## src/rtl/seq_detect_ctrl_if.sv

```systemverilog
// Bundle between the configuration/CPU side plus serial stream and the
// pattern-detection session controller. The controller uses the slave
// modport; whatever drives configuration and bits uses the master modport.
interface seq_detect_ctrl_if #(
    parameter int MAX_LEN  = 8,
    parameter int LEN_W    = 4,
    parameter int CNT_W    = 8,
    parameter int BUDGET_W = 16
);

    // Configuration, sampled only when a session is accepted
    logic [MAX_LEN-1:0]  cfg_pattern;
    logic [LEN_W-1:0]    cfg_len;
    logic [CNT_W-1:0]    cfg_target;
    logic [BUDGET_W-1:0] cfg_budget;

    // Session control and serial stream
    logic                start;
    logic                abort;
    logic                x;
    logic                x_valid;

    // Session results
    logic                busy;
    logic                z;
    logic [CNT_W-1:0]    match_count;
    logic [BUDGET_W-1:0] bits_seen;
    logic                done;
    logic [1:0]          status;

    modport master (
        output cfg_pattern,
        output cfg_len,
        output cfg_target,
        output cfg_budget,
        output start,
        output abort,
        output x,
        output x_valid,
        input  busy,
        input  z,
        input  match_count,
        input  bits_seen,
        input  done,
        input  status
    );

    modport slave (
        input  cfg_pattern,
        input  cfg_len,
        input  cfg_target,
        input  cfg_budget,
        input  start,
        input  abort,
        input  x,
        input  x_valid,
        output busy,
        output z,
        output match_count,
        output bits_seen,
        output done,
        output status
    );

endinterface

```

## src/rtl/seq_detect_ctrl.sv

```systemverilog
// Session controller for serial bit-pattern detection.
// A session latches a pattern of 1..MAX_LEN bits, spends one cycle arming,
// then counts overlapping matches on qualified serial bits until the match
// target is reached, the bit budget runs out, or software aborts.
// Every output comes straight from a flop.
module seq_detect_ctrl #(
    parameter int MAX_LEN  = 8,
    parameter int LEN_W    = 4,
    parameter int CNT_W    = 8,
    parameter int BUDGET_W = 16
) (
    input  logic             clk,
    input  logic             reset,
    seq_detect_ctrl_if.slave bus
);

    typedef enum logic [1:0] {
        ST_IDLE = 2'd0,
        ST_ARM  = 2'd1,
        ST_RUN  = 2'd2,
        ST_DONE = 2'd3
    } state_t;

    // End-of-session cause codes reported on status
    localparam logic [1:0] END_CFG_ERR = 2'b00;
    localparam logic [1:0] END_TARGET  = 2'b01;
    localparam logic [1:0] END_BUDGET  = 2'b10;
    localparam logic [1:0] END_ABORT   = 2'b11;

    localparam logic [LEN_W-1:0] MAX_LEN_L = LEN_W'(MAX_LEN);

    // ---------------------------------------------------------------
    // State
    // ---------------------------------------------------------------
    state_t              state_q,       state_d;

    // Latched session configuration
    logic [MAX_LEN-1:0]  pattern_q,     pattern_d;
    logic [LEN_W-1:0]    len_q,         len_d;
    logic [CNT_W-1:0]    target_q,      target_d;
    logic [BUDGET_W-1:0] budget_q,      budget_d;

    // Only the previous MAX_LEN-1 bits need storing: the bit arriving this
    // cycle completes a full MAX_LEN-bit comparison window.
    logic [MAX_LEN-2:0]  history_q,     history_d;

    // Number of valid bits in the window, saturating at the pattern length
    logic [LEN_W-1:0]    fill_q,        fill_d;

    // Registered outputs
    logic                busy_q,        busy_d;
    logic                z_q,           z_d;
    logic                done_q,        done_d;
    logic [CNT_W-1:0]    match_count_q, match_count_d;
    logic [BUDGET_W-1:0] bits_seen_q,   bits_seen_d;
    logic [1:0]          status_q,      status_d;

    // ---------------------------------------------------------------
    // Datapath helpers
    // ---------------------------------------------------------------
    logic                cfg_ok;
    logic [MAX_LEN-1:0]  len_mask;
    logic [MAX_LEN-1:0]  hist_shift;
    logic [LEN_W-1:0]    fill_inc;
    logic [BUDGET_W-1:0] bits_inc;
    logic                match_hit;
    logic [CNT_W-1:0]    count_inc;
    logic                hit_target;
    logic                hit_budget;

    // A session may start only with a usable length and a non-zero target
    assign cfg_ok = (bus.cfg_len != '0) &&
                    (bus.cfg_len <= MAX_LEN_L) &&
                    (bus.cfg_target != '0);

    // Select the low len_q bits of the window for comparison
    genvar gi;
    generate
        for (gi = 0; gi < MAX_LEN; gi++) begin : g_len_mask
            assign len_mask[gi] = (len_q > LEN_W'(gi));
        end
    endgenerate

    // Window including the bit presented this cycle, newest bit at [0]
    assign hist_shift = {history_q, bus.x};

    // Fill counter saturates at the pattern length so it never wraps on
    // long sessions; matching only needs "window full".
    assign fill_inc = (fill_q >= len_q) ? len_q : fill_q + LEN_W'(1);

    assign bits_inc = bits_seen_q + BUDGET_W'(1);

    // History is never cleared on a match, so overlapping matches are found
    assign match_hit = (fill_inc == len_q) &&
                       (((hist_shift ^ pattern_q) & len_mask) == '0);

    assign count_inc = match_count_q + CNT_W'(match_hit);

    // Target wins over budget when both land on the same bit
    assign hit_target = (count_inc == target_q);
    assign hit_budget = (budget_q != '0) && (bits_inc == budget_q);

    // ---------------------------------------------------------------
    // Next-state and next-output logic for the session FSM
    // ---------------------------------------------------------------
    always_comb begin
        state_d       = state_q;
        pattern_d     = pattern_q;
        len_d         = len_q;
        target_d      = target_q;
        budget_d      = budget_q;
        history_d     = history_q;
        fill_d        = fill_q;
        busy_d        = busy_q;
        z_d           = 1'b0;
        done_d        = 1'b0;
        match_count_d = match_count_q;
        bits_seen_d   = bits_seen_q;
        status_d      = status_q;

        case (state_q)
            ST_IDLE: begin
                if (bus.start) begin
                    if (cfg_ok) begin
                        pattern_d = bus.cfg_pattern;
                        len_d     = bus.cfg_len;
                        target_d  = bus.cfg_target;
                        budget_d  = bus.cfg_budget;
                        busy_d    = 1'b1;
                        state_d   = ST_ARM;
                    end else begin
                        // Bad configuration is reported without ever going busy
                        status_d  = END_CFG_ERR;
                        done_d    = 1'b1;
                        state_d   = ST_DONE;
                    end
                end
            end

            ST_ARM: begin
                history_d     = '0;
                fill_d        = '0;
                match_count_d = '0;
                bits_seen_d   = '0;
                if (bus.abort) begin
                    status_d = END_ABORT;
                    done_d   = 1'b1;
                    busy_d   = 1'b0;
                    state_d  = ST_DONE;
                end else begin
                    state_d  = ST_RUN;
                end
            end

            ST_RUN: begin
                if (bus.abort) begin
                    // A bit arriving with abort is dropped entirely
                    status_d = END_ABORT;
                    done_d   = 1'b1;
                    busy_d   = 1'b0;
                    state_d  = ST_DONE;
                end else if (bus.x_valid) begin
                    history_d     = hist_shift[MAX_LEN-2:0];
                    fill_d        = fill_inc;
                    bits_seen_d   = bits_inc;
                    match_count_d = count_inc;
                    z_d           = match_hit;
                    if (hit_target) begin
                        status_d = END_TARGET;
                        done_d   = 1'b1;
                        busy_d   = 1'b0;
                        state_d  = ST_DONE;
                    end else if (hit_budget) begin
                        status_d = END_BUDGET;
                        done_d   = 1'b1;
                        busy_d   = 1'b0;
                        state_d  = ST_DONE;
                    end
                end
            end

            ST_DONE: begin
                busy_d  = 1'b0;
                state_d = ST_IDLE;
            end

            default: begin
                state_d = ST_IDLE;
            end
        endcase
    end

    // ---------------------------------------------------------------
    // Session FSM and output registers
    // ---------------------------------------------------------------
    always_ff @(posedge clk or posedge reset) begin
        if (reset) begin
            state_q       <= ST_IDLE;
            pattern_q     <= '0;
            len_q         <= '0;
            target_q      <= '0;
            budget_q      <= '0;
            history_q     <= '0;
            fill_q        <= '0;
            busy_q        <= 1'b0;
            z_q           <= 1'b0;
            done_q        <= 1'b0;
            match_count_q <= '0;
            bits_seen_q   <= '0;
            status_q      <= END_CFG_ERR;
        end else begin
            state_q       <= state_d;
            pattern_q     <= pattern_d;
            len_q         <= len_d;
            target_q      <= target_d;
            budget_q      <= budget_d;
            history_q     <= history_d;
            fill_q        <= fill_d;
            busy_q        <= busy_d;
            z_q           <= z_d;
            done_q        <= done_d;
            match_count_q <= match_count_d;
            bits_seen_q   <= bits_seen_d;
            status_q      <= status_d;
        end
    end

    assign bus.busy        = busy_q;
    assign bus.z           = z_q;
    assign bus.done        = done_q;
    assign bus.match_count = match_count_q;
    assign bus.bits_seen   = bits_seen_q;
    assign bus.status      = status_q;

endmodule

```

## src/flat_wrapper.sv

```systemverilog
// flat-port wrapper written by rule: the top's interface ports become plain ports
module seq_detect_ctrl_flat 
#(
    parameter int MAX_LEN  = 8,
    parameter int LEN_W    = 4,
    parameter int CNT_W    = 8,
    parameter int BUDGET_W = 16
)
  (clk, reset, bus_cfg_pattern, bus_cfg_len, bus_cfg_target, bus_cfg_budget, bus_start, bus_abort, bus_x, bus_x_valid, bus_busy, bus_z, bus_match_count, bus_bits_seen, bus_done, bus_status);
  seq_detect_ctrl_if #(.MAX_LEN(MAX_LEN), .LEN_W(LEN_W), .CNT_W(CNT_W), .BUDGET_W(BUDGET_W)) bus_i ();
  input  logic clk;
  input  logic reset;
  input wire logic [$bits(bus_i.cfg_pattern)-1:0] bus_cfg_pattern;
  input wire logic [$bits(bus_i.cfg_len)-1:0] bus_cfg_len;
  input wire logic [$bits(bus_i.cfg_target)-1:0] bus_cfg_target;
  input wire logic [$bits(bus_i.cfg_budget)-1:0] bus_cfg_budget;
  input wire logic [$bits(bus_i.start)-1:0] bus_start;
  input wire logic [$bits(bus_i.abort)-1:0] bus_abort;
  input wire logic [$bits(bus_i.x)-1:0] bus_x;
  input wire logic [$bits(bus_i.x_valid)-1:0] bus_x_valid;
  output wire logic [$bits(bus_i.busy)-1:0] bus_busy;
  output wire logic [$bits(bus_i.z)-1:0] bus_z;
  output wire logic [$bits(bus_i.match_count)-1:0] bus_match_count;
  output wire logic [$bits(bus_i.bits_seen)-1:0] bus_bits_seen;
  output wire logic [$bits(bus_i.done)-1:0] bus_done;
  output wire logic [$bits(bus_i.status)-1:0] bus_status;
  assign bus_i.cfg_pattern = bus_cfg_pattern;
  assign bus_i.cfg_len = bus_cfg_len;
  assign bus_i.cfg_target = bus_cfg_target;
  assign bus_i.cfg_budget = bus_cfg_budget;
  assign bus_i.start = bus_start;
  assign bus_i.abort = bus_abort;
  assign bus_i.x = bus_x;
  assign bus_i.x_valid = bus_x_valid;
  assign bus_busy = bus_i.busy;
  assign bus_z = bus_i.z;
  assign bus_match_count = bus_i.match_count;
  assign bus_bits_seen = bus_i.bits_seen;
  assign bus_done = bus_i.done;
  assign bus_status = bus_i.status;
  seq_detect_ctrl #(.MAX_LEN(MAX_LEN), .LEN_W(LEN_W), .CNT_W(CNT_W), .BUDGET_W(BUDGET_W)) u_core (.clk(clk), .reset(reset), .bus(bus_i));
endmodule
```

## config.mk

```make
export PLATFORM = sky130hd
export DESIGN_NAME = seq_detect_ctrl_flat
export DESIGN_NICKNAME = d
export VERILOG_FILES = /design/src/rtl/seq_detect_ctrl_if.sv /design/src/rtl/seq_detect_ctrl.sv /design/src/flat_wrapper.sv
export SDC_FILE = /design/constraint.sdc
export NUM_CORES = 1
export LEC_CHECK = 0
export CELL_PAD_IN_SITES_DETAIL_PLACEMENT = 1
export CELL_PAD_IN_SITES_GLOBAL_PLACEMENT = 1
export CORE_UTILIZATION = 45
export CTS_CLUSTER_SIZE = 12
export DETAILED_ROUTE_END_ITERATION = 7
export PLACE_DENSITY = 0.95
export SLEW_MARGIN = 20
export SYNTH_ARGS = -nofsm -noshare
export SYNTH_HDL_FRONTEND = slang
export SYNTH_SLANG_ARGS = --single-unit
```

## constraint.sdc

```tcl
create_clock -name clk -period 8.35 [get_ports clk]
set_input_delay 1.67 -clock clk [delete_from_list [all_inputs] [get_ports clk]]
set_output_delay 1.67 -clock clk [all_outputs]
set_load 0.03 [all_outputs]
```

# After elaboration in Yosys (flattened, before gate mapping)
# Index checks and enable logic that the tools add are counted.
# word_totals
regBits	78
out_inout_bits	29
inputBits	42
word_cells	106
# classes
n_reduce_logical	16
order_cmp	10
n_mux	48
eq_ne	14
bitwise_logic	2
add_sub_neg	3
# ops
operator	n
$mux 16	2
$pmux 16 s2	1
$mux 2	13
$mux 1	18
$add 16x1->16 const B	1
$eq 16x16->1	1
$gt 4x3->1 const B	4
$mux 8	2
$pmux 8 s2	1
$reduce_bool 16->1	1
$mux 7	2
$pmux 7 s2	1
$mux 4	3
$ne 2x2->1 const B	5
$reduce_and 3->1	3
$add 8x1->8	1
$and 8x8->8	1
$eq 8x8->1	1
$gt 4x1->1 const B	2
$gt 4x2->1 const B	2
$logic_not 8->1	1
$pmux 2 s4	1
$pmux 4 s2	1
$reduce_bool 8->1	1
20 further kinds	24

# Logic depth before layout (Yosys ltp)
# logic_depth
word_depth	10
mapped_depth	19

# Worst setup path after synthesis
# No wires, ideal clock.
# synth_path
path_kind	input to register
startpoint	input port bus_x
endpoint	register u_core.busy_q (netlist: u_core.bus.busy)
path_slack_ns	4.381
required_ns	8.222
arrival_ns	3.841
setup_ns	0.128
cell_stages	14
cell_sequence	xnor2_1 -> a21oi_1 -> a211oi_1 -> o211a_1 -> ha_1 -> ha_1 -> nand3_1 -> xor2_1 -> xor2_1 -> nand2_1 -> nand4bb_1 -> nand3_2 -> nand3_1 -> mux2_1
# synth_via
elab_chain_cells	10
word_cells_on_any_way	12
# synth_rtl
item	line	source
start, declared	flat_wrapper.sv:19	input wire logic [$bits(bus_i.x)-1:0] bus_x;
$xor 8x8->8 *	seq_detect_ctrl.sv:95	(((hist_shift ^ pattern_q) & len_mask) == '0);
$and 8x8->8 *	seq_detect_ctrl.sv:95	
$logic_not 8->1 *	seq_detect_ctrl.sv:95	
$logic_and 1x1->1 *	seq_detect_ctrl.sv:94	assign match_hit = (fill_inc == len_q) &&
$add 8x1->8 *	seq_detect_ctrl.sv:97	assign count_inc = match_count_q + CNT_W'(match_hit);
$eq 8x8->1 *	seq_detect_ctrl.sv:100	assign hit_target = (count_inc == target_q);
$mux 1	seq_detect_ctrl.sv:168	if (hit_target) begin
$mux 1	seq_detect_ctrl.sv:162	end else if (bus.x_valid) begin
$mux 1	seq_detect_ctrl.sv:156	if (bus.abort) begin
$pmux 1 s4	seq_detect_ctrl.sv:121	case (state_q)
end signal, assigned	seq_detect_ctrl.sv:219	busy_q <= busy_d;
end, declared	seq_detect_ctrl.sv:51	logic busy_q, busy_d;
# Every way passes the cells marked *; elsewhere a longest branch is shown, timed or not. The select of a mux whose other input is x is not followed.
# A chain may end at the register's enable or synchronous reset.

# Worst setup path in the final report
# layout_path
startpoint	register u_core.fill_q[0]
endpoint	register u_core.status_q[1] (netlist: u_core.bus.status[1])
# layout_via
elab_chain_cells	10
word_cells_on_any_way	13
# layout_rtl
item	line	source
start, declared	seq_detect_ctrl.sv:48	logic [LEN_W-1:0] fill_q, fill_d;
start signal, assigned	seq_detect_ctrl.sv:218	fill_q <= fill_d;
$add 4x1->4 / $ge 4x4->1 (equally long branches)	seq_detect_ctrl.sv:89	assign fill_inc = (fill_q >= len_q) ? len_q : fill_q + LEN_W'(1);
$mux 4 *	seq_detect_ctrl.sv:89	
$eq 4x4->1 *	seq_detect_ctrl.sv:94	
$logic_and 1x1->1 *	seq_detect_ctrl.sv:94	
$add 8x1->8 *	seq_detect_ctrl.sv:97	
$eq 8x8->1 *	seq_detect_ctrl.sv:100	
$mux 2	seq_detect_ctrl.sv:168	
$mux 2	seq_detect_ctrl.sv:162	
$mux 2	seq_detect_ctrl.sv:156	
$pmux 2 s3	seq_detect_ctrl.sv:121	
end signal, assigned	seq_detect_ctrl.sv:224	status_q <= status_d;
end, declared	seq_detect_ctrl.sv:56	logic [1:0] status_q, status_d;
# Marks and branches as above.

==> flow_summary.toml <==
[detailed_routing]
vias = 3655
first_iter_violations = 126
ant_nets = 0
vias_per_cell = 5.792
wl_um = 12350
wl_per_cell_um = 19.57
remaining_drc_errors = 0
drt_pass1_iterations = 4

[global_routing]
antenna_found_initial = 0
grt_pass1_wl_um = 20330
grt_use_total_pct = 25.92
grt_max_degree = 79
grt_pass1_vias = 4024
overflow = 0

[timing]
hold_viol = 0
drv_slew = 0
hold_ws_ps = 504.1
period_share_pct = 56.44
layout_min_cycle_time_ps = 4713
worstMarginPinSlew_ps = 1046
setup_viol = 0
fin_worst_skew_ps = 7.590
rsz0062_at_grt = "no"
final.setup.tns_ps = 0
relSlewSlack_pct = 30.11
max_freq_mhz = 212.2
setup_ws_ps = 3637

[critical_path]
arrival_ps = 4940
crit_cells = 18
crit_family = "compound AO/OA/AOI/OAI gates"
start_kind = "flop"
crit_chain = "inv_1, ha_1, nand2b_1, a21o_1, a21o_1, a21oi_1, and2_1, o21ai_1, o211a_1, ha_1, ha_1, xnor2_1, o211ai_1, nor3_1, nand4bb_1, nand3_2, nand3_1, a211o_1"
crit_fanout = 10
worst_path_most_repeated_cell = "ha_1"
worstPathRequired_ps = 8580
slowest_stage = "a21oi_1"
worst-setup-path-type = "flop to flop"
crit_buf_inv = 1
cp-end-kind = "flop"
max_stage_delay_ps = 600
rr_worst_depth = 18

[flow_run]
cap_violations = 0

[synth]
yosys_register_bits = 78
ys_async_sr_fraction_pct = 100.0
yosysSeqAreaShare_pct = 44.07
synth_nets = 488
yosys-top-cells-area = "dfrtp_1 (44%), mux2_2 (8.1%), xnor2_1 (7.3%)"
syn_area_um2 = 4429
syn_inst = 433
synth.largest_area_cell = "dfrtp_1"
avgSynthCellArea_um2 = 10.23
synth_warnings = 0
synth_edf_count = 0
synth_ff_type = "dfrtp_1"
synth_top_area_share_pct = 44.07
synth.distinct_cells = 52

[placed_design]
place_ws_ps = 3448
place_hpwl_um = 8830
place_congestion = 0.8516
portBuffers = 70

[clocking]
cts_setup_buffers = 0
ctsResizeCount = 0
holdBufCountCts = 0
cts.sinks = 78
cts-root-buf = "clkbuf_8"
cts_buffers = 9
clock_latency_ps = 350
clkTransAtPathRegs_ps = 80
cts_tree = "built"
cts_max_level = 3
clockBufferDepth = 2

[floorplan]
die_w_um = 101.2
start_util_pct = 47.26
die-area_um2 = 10240
io_pins = 71
rows = 35
die_h_um = 101.2
core_um2 = 9371

[worst_hold_path]
hold_depth = 1
hold_class = "flop to flop"

[final_layout]
final_common_cell = "dfrtp_1"
num-fill-cells = 1065
layout-drive-gt1-share_pct = 13.35
fin_nets = 554
areaGrowthSynthToFinish_pct = 22.99
num_antenna_cells = 0
mostFrequentLayoutCells = "dfrtp_1 (78), clkdlybuf4s50_1 (70), o21ai_0 (38)"

[pwr]
power.total_uw = 1568
vdd_ir_drop_max_mv = 0.1485
power_density_nw_per_um2 = 287.8
leakage_uw = 0.002283

[status]
status = "completed"
registers in the layout, summed over array words and instances, names as in the netlist:
register	flops
u_core.bus.match_count	8
u_core.budget_q	16
u_core.bus.bits_seen	16
u_core.target_q	8
u_core.bus.z	1
u_core.history_q	7
u_core.bus.busy	1
u_core.bus.done	1
u_core.len_q	4
u_core.pattern_q	8
u_core.fill_q	4
u_core.bus.status	2
u_core.state_q	2
synth_stat cells, drive strengths merged (2+ instances only):
| library cell | number |
|---|---|
| a211oi | 3 |
| a21o | 3 |
| a21oi | 14 |
| a22o | 10 |
| a31oi | 2 |
| and2 | 5 |
| and3 | 2 |
| buf | 5 |
| clkbuf | 14 |
| dfrtp | 78 |
| ha | 13 |
| inv | 16 |
| mux2 | 33 |
| mux2i | 4 |
| nand2 | 32 |
| nand2b | 2 |
| nand3 | 17 |
| nand4 | 9 |
| nor2 | 32 |
| nor3 | 8 |
| nor4 | 11 |
| o211a | 2 |
| o211ai | 2 |
| o21ai | 39 |
| o221ai | 2 |
| o22ai | 2 |
| o31ai | 6 |
| o41ai | 2 |
| xnor2 | 37 |
| xor2 | 14 |
logic make-up after synthesis:
| kind of cell | after synthesis | share of synthesized area (%) |
|---|---|---|
| fa+ha+maj | 13 | 3.672 |
| buf+inv | 35 | 3.079 |
| flops | 78 | 44.07 |
| compound gates | 95 | 14.35 |
| simple gates | 124 | 15.45 |
| xor+xnor | 51 | 10.08 |
| mux | 37 | 9.294 |
where the power goes:
part | total (µW) | internal (µW) | switching [µW] | leakage [µW]
logic | 694 | 323 | 371 | 0.00119
clock network | 249 | 112 | 137 | 0.0000800
registers | 625 | 494 | 131 | 0.00101
total | 1570 | 929 | 639 | 0.00228
worst reg2reg max path: cells and delay by family (launching register included):
family | cells | cell delay, ps
XOR/XNOR | 1 | 260
AO/OA/AOI/OAI | 7 | 1640
flip-flops | 1 | 460
AND/OR/NAND/NOR | 6 | 1320
buffers and inverters | 1 | 110
adder cells (fa/ha/maj) | 3 | 810
routing by layer:
layer / global-route usage [%] / wire length [µm] / vias up / share of wire, %
met5: 0 / 0 / - / 0
met4: 9.810 / 234 / 0 / 1.9
met3: 5.452 / 475 / 25 / 3.8
met2: 44.95 / 6272 / 100 / 51
met1: 31.79 / 5364 / 1846 / 43
li1: - / - / 1684 / -
metrics by stage:
| step | cells | instance area [µm²] | utilization, % |
|---|---|---|---|
| 2_1_floorplan | 433 | 4429 | - |
| 3_3_place_gp | 616 | 5254 | 56.06 |
| 3_5_place_dp | 616 | 5254 | 56.06 |
| 4_1_cts | 630 | 5416 | 57.80 |
| 5_1_grt | 631 | 5448 | 58.13 |
| 6_report | 631 | 5448 | 58.13 |
path summary, 6_finish.rpt:
check	startpoint	end	slack, ps
max	u_core.fill_q[0]	u_core.bus.status[1]	3640
min	u_core.bus.status[1]	u_core.bus.status[1]	500
max reg2reg	u_core.fill_q[0]	u_core.bus.status[1]	3640
min reg2reg	u_core.bus.status[1]	u_core.bus.status[1]	500
max in group asynchronous	reset	u_core.bus.bits_seen[14]	6020
min in group asynchronous	reset	u_core.bus.status[0]	1840
final cells by class:
cell class | count | area, µm² | share of cell area [%]
clock inverter | 4 | 25.02 | 0.4593
multi-input combinational | 320 | 2357 | 43.27
inverter | 16 | 60.06 | 1.102
sequential | 78 | 1952 | 35.83
timing repair buffer | 74 | 754.5 | 13.85
clock buffer | 10 | 137.6 | 2.526
tap | 129 | 161.4 | 2.963
Note: power is estimated with default switching activity, not from simulation.
